### src/rtl/mem_bus_pkg.sv
// Shared definitions for the MAR/MDR memory bus controller.
// Parameter defaults, state encoding and wait-counter width.
package mem_bus_pkg;

  localparam int DATA_W_DEF    = 32;
  localparam int ADDR_W_DEF    = 9;
  localparam int MEM_DEPTH_DEF = 512;
  localparam int RD_LAT_DEF    = 1;

  // Wide enough for the largest legal read latency minus one.
  localparam int CNT_W = 3;

  typedef enum logic [2:0] {
    ST_IDLE,
    ST_RD_WAIT,
    ST_RD_CAP,
    ST_WR,
    ST_DONE
  } state_e;

endpackage

### src/rtl/mem_bus_ctrl_wait_counter.sv
// Down-counter that paces the read wait window.
// Load has priority over decrement; the count saturates at zero.
module mem_wait_counter
  import mem_bus_pkg::*;
(
  input  logic             clock,
  input  logic             reset,
  input  logic             load,
  input  logic [CNT_W-1:0] load_val,
  input  logic             dec,
  output logic             zero
);

  logic [CNT_W-1:0] cnt_q, cnt_d;

  always_comb begin
    cnt_d = cnt_q;
    if (load) begin
      cnt_d = load_val;
    end else if (dec && cnt_q != '0) begin
      cnt_d = cnt_q - 1'b1;
    end
  end

  always_ff @(posedge clock or posedge reset) begin
    if (reset) begin
      cnt_q <= '0;
    end else begin
      cnt_q <= cnt_d;
    end
  end

  assign zero = (cnt_q == '0);

endmodule

### src/rtl/mem_bus_ctrl.sv
// MAR/MDR memory bus controller: sequences single-word RAM reads
// and writes with a configurable read latency and range checking.
module mem_bus_ctrl
  import mem_bus_pkg::*;
#(
  parameter int DATA_W     = DATA_W_DEF,
  parameter int ADDR_W     = ADDR_W_DEF,
  parameter int MEM_DEPTH  = MEM_DEPTH_DEF,
  parameter int RD_LATENCY = RD_LAT_DEF
) (
  input  logic              clock,
  input  logic              reset,
  input  logic [DATA_W-1:0] bus_in,
  input  logic              mar_in,
  input  logic              mdr_in,
  input  logic              rd_req,
  input  logic              wr_req,
  output logic [ADDR_W-1:0] mar_out,
  output logic [DATA_W-1:0] mdr_out,
  output logic              busy,
  output logic              done,
  output logic              addr_err,
  output logic [ADDR_W-1:0] mem_addr,
  output logic [DATA_W-1:0] mem_wdata,
  output logic              mem_rd_en,
  output logic              mem_wr_en,
  input  logic [DATA_W-1:0] mem_rdata
);

  localparam logic [CNT_W-1:0] LAT_M1 =
    CNT_W'(RD_LATENCY - 1);
  localparam logic [ADDR_W:0] DEPTH =
    (ADDR_W + 1)'(MEM_DEPTH);

  state_e            state_q, state_d;
  logic [ADDR_W-1:0] mar_q, mar_d;
  logic [DATA_W-1:0] mdr_q, mdr_d;
  logic              busy_q, busy_d;
  logic              done_q, done_d;
  logic              err_q, err_d;
  logic              rd_en_q, rd_en_d;
  logic              wr_en_q, wr_en_d;

  logic cnt_load;
  logic cnt_dec;
  logic cnt_zero;
  logic oor;

  assign oor = ({1'b0, mar_q} >= DEPTH);

  mem_wait_counter u_wait (
    .clock    (clock),
    .reset    (reset),
    .load     (cnt_load),
    .load_val (LAT_M1),
    .dec      (cnt_dec),
    .zero     (cnt_zero)
  );

  always_comb begin
    state_d  = state_q;
    mar_d    = mar_q;
    mdr_d    = mdr_q;
    err_d    = err_q;
    cnt_load = 1'b0;
    cnt_dec  = 1'b0;

    if (mar_in && !busy_q) begin
      mar_d = bus_in[ADDR_W-1:0];
    end

    unique case (state_q)
      ST_IDLE: begin
        if (mdr_in && !rd_req) begin
          mdr_d = bus_in;
        end
        // Read wins over a same-cycle write.
        if (rd_req || wr_req) begin
          err_d = oor;
          if (oor) begin
            state_d = ST_DONE;
          end else if (rd_req) begin
            cnt_load = 1'b1;
            state_d  = ST_RD_WAIT;
          end else begin
            state_d = ST_WR;
          end
        end
      end
      ST_RD_WAIT: begin
        if (cnt_zero) begin
          state_d = ST_RD_CAP;
        end else begin
          cnt_dec = 1'b1;
        end
      end
      ST_RD_CAP: begin
        mdr_d   = mem_rdata;
        state_d = ST_DONE;
      end
      ST_WR: begin
        state_d = ST_DONE;
      end
      ST_DONE: begin
        state_d = ST_IDLE;
      end
      default: begin
        state_d = ST_IDLE;
      end
    endcase

    busy_d  = (state_d == ST_RD_WAIT) ||
              (state_d == ST_RD_CAP) ||
              (state_d == ST_WR);
    done_d  = (state_d == ST_DONE);
    rd_en_d = (state_d == ST_RD_WAIT);
    wr_en_d = (state_d == ST_WR);
  end

  always_ff @(posedge clock or posedge reset) begin
    if (reset) begin
      state_q <= ST_IDLE;
      mar_q   <= '0;
      mdr_q   <= '0;
      busy_q  <= 1'b0;
      done_q  <= 1'b0;
      err_q   <= 1'b0;
      rd_en_q <= 1'b0;
      wr_en_q <= 1'b0;
    end else begin
      state_q <= state_d;
      mar_q   <= mar_d;
      mdr_q   <= mdr_d;
      busy_q  <= busy_d;
      done_q  <= done_d;
      err_q   <= err_d;
      rd_en_q <= rd_en_d;
      wr_en_q <= wr_en_d;
    end
  end

  assign mar_out   = mar_q;
  assign mdr_out   = mdr_q;
  assign busy      = busy_q;
  assign done      = done_q;
  assign addr_err  = err_q;
  assign mem_addr  = mar_q;
  assign mem_wdata = mdr_q;
  assign mem_rd_en = rd_en_q;
  assign mem_wr_en = wr_en_q;

endmodule

### config.mk
export PLATFORM = sky130hd
export DESIGN_NAME = mem_bus_ctrl
export DESIGN_NICKNAME = d
export VERILOG_FILES = /design/src/rtl/mem_bus_pkg.sv /design/src/rtl/mem_bus_ctrl_wait_counter.sv /design/src/rtl/mem_bus_ctrl.sv
export SDC_FILE = /design/constraint.sdc
export NUM_CORES = 1
export LEC_CHECK = 0
export BUFFER_PORTS_ARGS = -buffer_cell sky130_fd_sc_hd__buf_2
export CAP_MARGIN = 20
export CORE_ASPECT_RATIO = 1.75
export CORE_UTILIZATION = 48
export DETAILED_ROUTE_END_ITERATION = 16
export PLACE_DENSITY = 0.86
export SLEW_MARGIN = 20
export SYNTH_ARGS = -nofsm -noshare
export SYNTH_HDL_FRONTEND = slang
export SYNTH_SLANG_ARGS = --single-unit
### constraint.sdc
create_clock -name clock -period 4.29 [get_ports clock]
set_input_delay 0.429 -clock clock [delete_from_list [all_inputs] [get_ports clock]]
set_output_delay 0.429 -clock clock [all_outputs]
set_load 0.1 [all_outputs]
==> impl_metrics.csv, run 1 <==
group,metric,value,unit
outcome,run_status,"finished, final reports clean",
timing,period_minus_slack,2.10,ns
synthesis,synth.avg_cell_area,13.8,µm²
worst_hold_path,holdCritPathClass,"primary input to async pin",
clock_network,cts_buffers,5,
clock_network,ctsHoldBuffers,0,
setup_path,reg2regPathDepth,2,
synthesis,ys_types,23,
timing,setup-tns-final,0,ns
route,first_pass_iters,3,
synthesis,yosysMostFrequentCell,"dfrtp_1",
place,gp_congestion,0.735,
floorplan,die_w,59.8,µm
synthesis,yosysWarnings,0,
timing,slew_violations,0,
setup_path,critPathTopFamily,"flip-flops",
setup_path,slowest_stage,"dfrtp_2",
synthesis,ys_ff_latch,51,
setup_path,crit_fanout,40,
layout,final_cells,393,
setup_path,crit_path_cell_trace,"o21a_4 > mux2_1",
clock_network,clock_sinks,51,
setup_path,reg2reg_setup_slack,2.19,ns
setup_path,critical_path_class,"register to register",
floorplan,die-area,6170,µm²
global_route,track_usage,17.1,%
route,drt-total-wl,5460,µm
timing,setup_viol_count_final,0,
timing,worstMarginPinSlew,0.870,ns
place,dpl.hpwl,4180,µm
global_route,antenna_found_initial,0,
timing,rsz0062_at_grt,"false",
synthesis,yosysTopAreaCellShare,45.4,%
setup_path,critPathCaptureType,"register",
synthesis,synth_common_cells,"dfrtp_1 (51), buf_4 (42), mux2_2 (36)",
global_route,grt_max_degree,52,
clock_network,cts-root-buf,"clkbuf_8",
synthesis,ys_seq_area_share,45.4,%
timing,worst_clock_skew,0.0104,ns
synthesis,synth_top_cell_by_area,"dfrtp_1",
clock_network,h-tree-depth,2,
global_route,globalRouteOverflowTotal,0,
route,drc,0,
route,vias,1873,
synthesis,synth_edf_count,0,
setup_path,max_stage_delay,0.95,ns
route,wl_per_cell,13.9,µm
route,drt_iter0_markers,33,
clock_network,postCtsSetupRepairBufs,0,
timing,fmax,476,MHz
clock_network,ctsResizeCount,0,
synthesis,synthTopCellsByArea,"dfrtp_1 (45%), mux2_4 (16%), mux2_2 (14%), buf_4 (11%), mux2_1 (2.8%)",
timing,finalHoldViolCount,0,
layout,area_growth_syn_to_layout,20.8,%
place,dp_cells,385,
place,port_buffers,155,
setup_path,path_buf_inv,0,
setup_path,reg2reg_from,"state_q[1]",
global_route,grt_pass1_vias,1810,
synthesis,syn_nets,276,
layout,antennaDiodeCount,0,
setup_path,cp_data_required_time,4.48,ns
clock_network,cts_tree,"yes",
timing,post-route-period-util,49.0,%
layout,finish.utilization,60.8,%
route,vias_per_cell,4.77,
floorplan,start_util,50.3,%
floorplan,io_pins,157,
synthesis,syn_inst,204,
setup_path,worstSetupStartpointType,"register",
floorplan,rows,36,
job,maxCapViolations,0,
clock_network,ctsLongestPathBuffers,2,
route,drtAntennaViolNets,0,
synthesis,synth_area,2810,µm²
floorplan,die_y,103,µm
layout,drive_gt1_share,74.4,%
synthesis,synth_flop_cell,"dfrtp_1",
setup_path,crit_arrival,2.29,ns
setup_path,r2r-end,"mdr_out[21]",
layout,nNetsFinal,388,
clock_network,clkTransAtPathRegs,0.10,ns
synthesis,ys_async_sr_fraction,100,%
timing,slew-limit-headroom,42.0,%
clock_network,clock_latency,0.30,ns
global_route,grt_pass1_wl,8050,µm
floorplan,coreArea,5590,µm²
## flip-flops by register name (all words and copies together) (netlist names)
signal / count
busy: 1
done: 1
mar_out: 9
mdr_out: 32
mem_rd_en: 1
mem_wr_en: 1
state_q: 3
u_wait.cnt_q: 3
## worst max path at each step
stage | slack, ns | to | start | depth (start not counted)
after floorplan | 2.52 | mem_wdata[0] | mdr_out[0] | 1
after global placement | 2.20 | mdr_out[20] | state_q[1] | 2
after detailed placement | 2.17 | mdr_out[21] | state_q[1] | 2
after CTS | 2.16 | mdr_out[21] | state_q[1] | 2
after global routing | 2.06 | mdr_out[21] | state_q[1] | 2
final | 2.19 | mdr_out[21] | state_q[1] | 2
## stage by stage
stage	setup WS (ns)	hold slack (ns)	cell area, µm²
floorplan	2.52	0.510	2810
global placement	2.20	0.491	3290
detailed placement	2.17	0.508	3290
CTS	2.16	0.365	3390
global route	2.06	0.336	3390
finish	2.19	0.270	3390
## cell usage in the layout (no fill, tap or decap), types with 2 or more instances in the layout
master and n:
dfrtp_1 50, clkbuf_8 6, nor3_1 3, buf_2 155
mux2_2 36, mux2_1 7, ha_1 2, inv_1 3
a211oi_1 3, nand2_1 2, mux2_4 30, nor2_1 4
nor2b_1 3
## worst register-to-register path: stages, from the launching register on
cell and delay [ns]:
dfrtp_2 0.95, o21a_4 0.66, mux2_1 0.38
## routing by layer
metal | routed length [µm] | track usage [%]
met1 | 1990 | 17.9
met4 | 119 | 7.16
met2 | 3080 | 32.6
met5 | 0 | 0
met3 | 283 | 2.61
## cell type report
type	count	area [µm²]
clock buffer	6	82.6
clock inverter	2	16.3
fill	470	2190
inverter	4	16.3
multi-input combinational	99	1130
sequential	51	1280
tap	76	95.1
timing repair buffer	155	776
## cell families after synthesis
logic type	count (synthesis)	share of synthesized area, %
XOR/XNOR	1	0.312
multiplexers	73	33.3
other	1	0.134
buffers and inverters	54	14.3
flip-flops	51	45.4
AO/OA/AOI/OAI	4	1.34
AND/OR/NAND/NOR	18	4.32
adder cells (fa/ha/maj)	2	0.891
Power of run 1 is not shown: default switching activity piles up to over one toggle a cycle in this logic, so the estimate is an artifact.
==> run 2: changes to the inputs <==
--- a/config.mk
+++ b/config.mk
@@ -8,9 +8,9 @@
 export BUFFER_PORTS_ARGS = -buffer_cell sky130_fd_sc_hd__buf_2
 export CAP_MARGIN = 20
 export CORE_ASPECT_RATIO = 1.75
-export CORE_UTILIZATION = 48
+export CORE_UTILIZATION = 45
 export DETAILED_ROUTE_END_ITERATION = 16
-export PLACE_DENSITY = 0.86
+export PLACE_DENSITY = 0.81
 export SLEW_MARGIN = 20
 export SYNTH_ARGS = -nofsm -noshare
 export SYNTH_HDL_FRONTEND = slang
==> constraint.sdc (replaced) <==
create_clock -name clock -period 1.94 [get_ports clock]
set_input_delay 0.194 -clock clock [delete_from_list [all_inputs] [get_ports clock]]
set_output_delay 0.194 -clock clock [all_outputs]
set_load 0.1 [all_outputs]
==> run 2 against run 1 <==
Effect of this change: largest cell class unchanged; via count grew 3.2%; worst hold slack lost 0.13 ns; critical path depth grew 4; flip-flop and latch count is the same; register-to-register slack lost 1.9 ns; critical endpoint is now u_wait.cnt_q[1]; highest routed layer unchanged; wire length grew 5.3%; global-route usage grew 0.98 points.
==> impl_metrics.csv, run 2 (synthesized netlist as in run 1, its figures left out) <==
group,metric,value,unit
layout,nNetsFinal,395,
route,first_pass_iters,4,
clock_network,ctsResizeCount,0,
layout,mostFrequentLayoutCell,"buf_2",
layout,final_cells,401,
floorplan,die_y,107,µm
timing,setup_viol_count_final,0,
route,drc,0,
clock_network,clock_latency,0.29,ns
timing,fmax,608,MHz
route,vias,1933,
job,maxCapViolations,0,
setup_path,critical_path_class,"register to register",
timing,slew_violations,0,
place,port_buffers,155,
setup_path,critPathCaptureType,"register",
layout,largest_reg_flops,32,
global_route,grt_pass1_wl,8850,µm
clock_network,h-tree-depth,2,
setup_path,crit_arrival,1.85,ns
route,drt-total-wl,5760,µm
floorplan,die-area,6570,µm²
global_route,grt_max_degree,30,
setup_path,worstSetupStartpoint,"u_wait.cnt_q[0]",
place,gp_congestion,0.775,
setup_path,cp_data_required_time,2.14,ns
global_route,grt_pass1_vias,1977,
timing,worst_clock_skew,0.00476,ns
layout,antennaDiodeCount,0,
layout,drive_gt1_share,74.6,%
floorplan,start_util,47.0,%
clock_network,cts_tree,"yes",
layout,postLayoutCellArea,3480,µm²
clock_network,ctsLongestPathBuffers,2,
place,dp_cells,393,
global_route,track_usage,18.1,%
route,drt_iter0_markers,63,
global_route,antenna_found_initial,0,
timing,setup-tns-final,0,ns
floorplan,die_w,61.7,µm
floorplan,coreArea,5970,µm²
layout,layout_common_cells,"buf_2 (155), dfrtp_1 (50), mux2_2 (36), mux2_4 (30), mux2_1 (7)",
timing,rsz0062_at_grt,"false",
setup_path,reg2reg_from,"u_wait.cnt_q[0]",
place,dpl_cell_area,3370,µm²
outcome,run_status,"finished, final reports clean",
route,drtAntennaViolNets,0,
layout,area_growth_syn_to_layout,24.0,%
timing,finalHoldViolCount,0,
floorplan,rows,37,
setup_path,worstSetupStartpointType,"register",
worst_hold_path,min-delay-start,"bus_in[2]",
timing,post-route-period-util,84.8,%
clock_network,clock_sinks,51,
setup_path,crit_fanout,6,
floorplan,io_pins,157,
clock_network,cts_buffers,5,
global_route,globalRouteOverflowTotal,0,
route,wl_per_cell,14.4,µm
timing,period_minus_slack,1.65,ns
clock_network,cts-root-buf,"clkbuf_8",
clock_network,clkTransAtPathRegs,0.09,ns
worst_hold_path,holdCritPathClass,"primary input to register",
route,vias_per_cell,4.82,
place,dpl.hpwl,4470,µm
run 2: cell types whose count changed in the layout (fill, tap and decap cells not counted), sizes merged:
| cell | previous run | this run |
|---|---|---|
| buf | 155 | 161 |
| bufinv | 0 | 1 |
| clkbuf | 6 | 5 |
| clkinv | 2 | 0 |
| dlygate4sd3 | 0 | 1 |
| inv | 3 | 4 |
run 2: final timing paths:
path / endpoint / slack [ns] / cells past startpoint
max: u_wait.cnt_q[1] / 0.29 / 6
min: mar_out[2] / 0.14 / 2
max reg2reg: u_wait.cnt_q[1] / 0.29 / 6
min reg2reg: mdr_out[21] / 0.52 / 1
max in group asynchronous: state_q[1] / 0.95 / 4
min in group asynchronous: mdr_out[3] / 0.46 / 3
run 2: area by class of cell:
type,instances,area (µm²)
clock buffer,5,68.8
clock inverter,2,37.5
fill,496,2490
inverter,4,15.0
multi-input combinational,99,1130
sequential,51,1280
tap,78,97.6
timing repair buffer,162,856
run 2: timing repair:
item                                    CTS  global route
hold endpoints to repair                 22             0
endpoints found under the setup margin    0             0
setup buffers                             0             0
hold buffers                              1             0
run 2: routing by layer:
layer | vias to the layer above | wire length, µm | global-route usage, %
met5 | - | 0 | 0
met4 | 0 | 124 | 7.94
met3 | 10 | 270 | 3.16
met2 | 90 | 3310 | 33.6
met1 | 942 | 2050 | 18.4
li1 | 891 | - | -
run 2: through the flow:
step                      utilization (%)  setup slack (ns)  hold WS [ns]
after floorplan                         -             0.347         0.331
after global placement               56.4             0.435         0.255
after detailed placement             56.4             0.341         0.249
after CTS                            58.3             0.315         0.133
after global routing                 58.3             0.176         0.128
final                                58.3             0.295         0.141
run 2: critical path, cell delays in order, from the launching register on:
cell	delay, ns
dfrtp_1	0.37
inv_1	0.05
ha_1	0.19
ha_1	0.21
nor4b_4	0.37
nor2_1	0.11
a211oi_1	0.26
Power of run 2 is left out for the same reason.
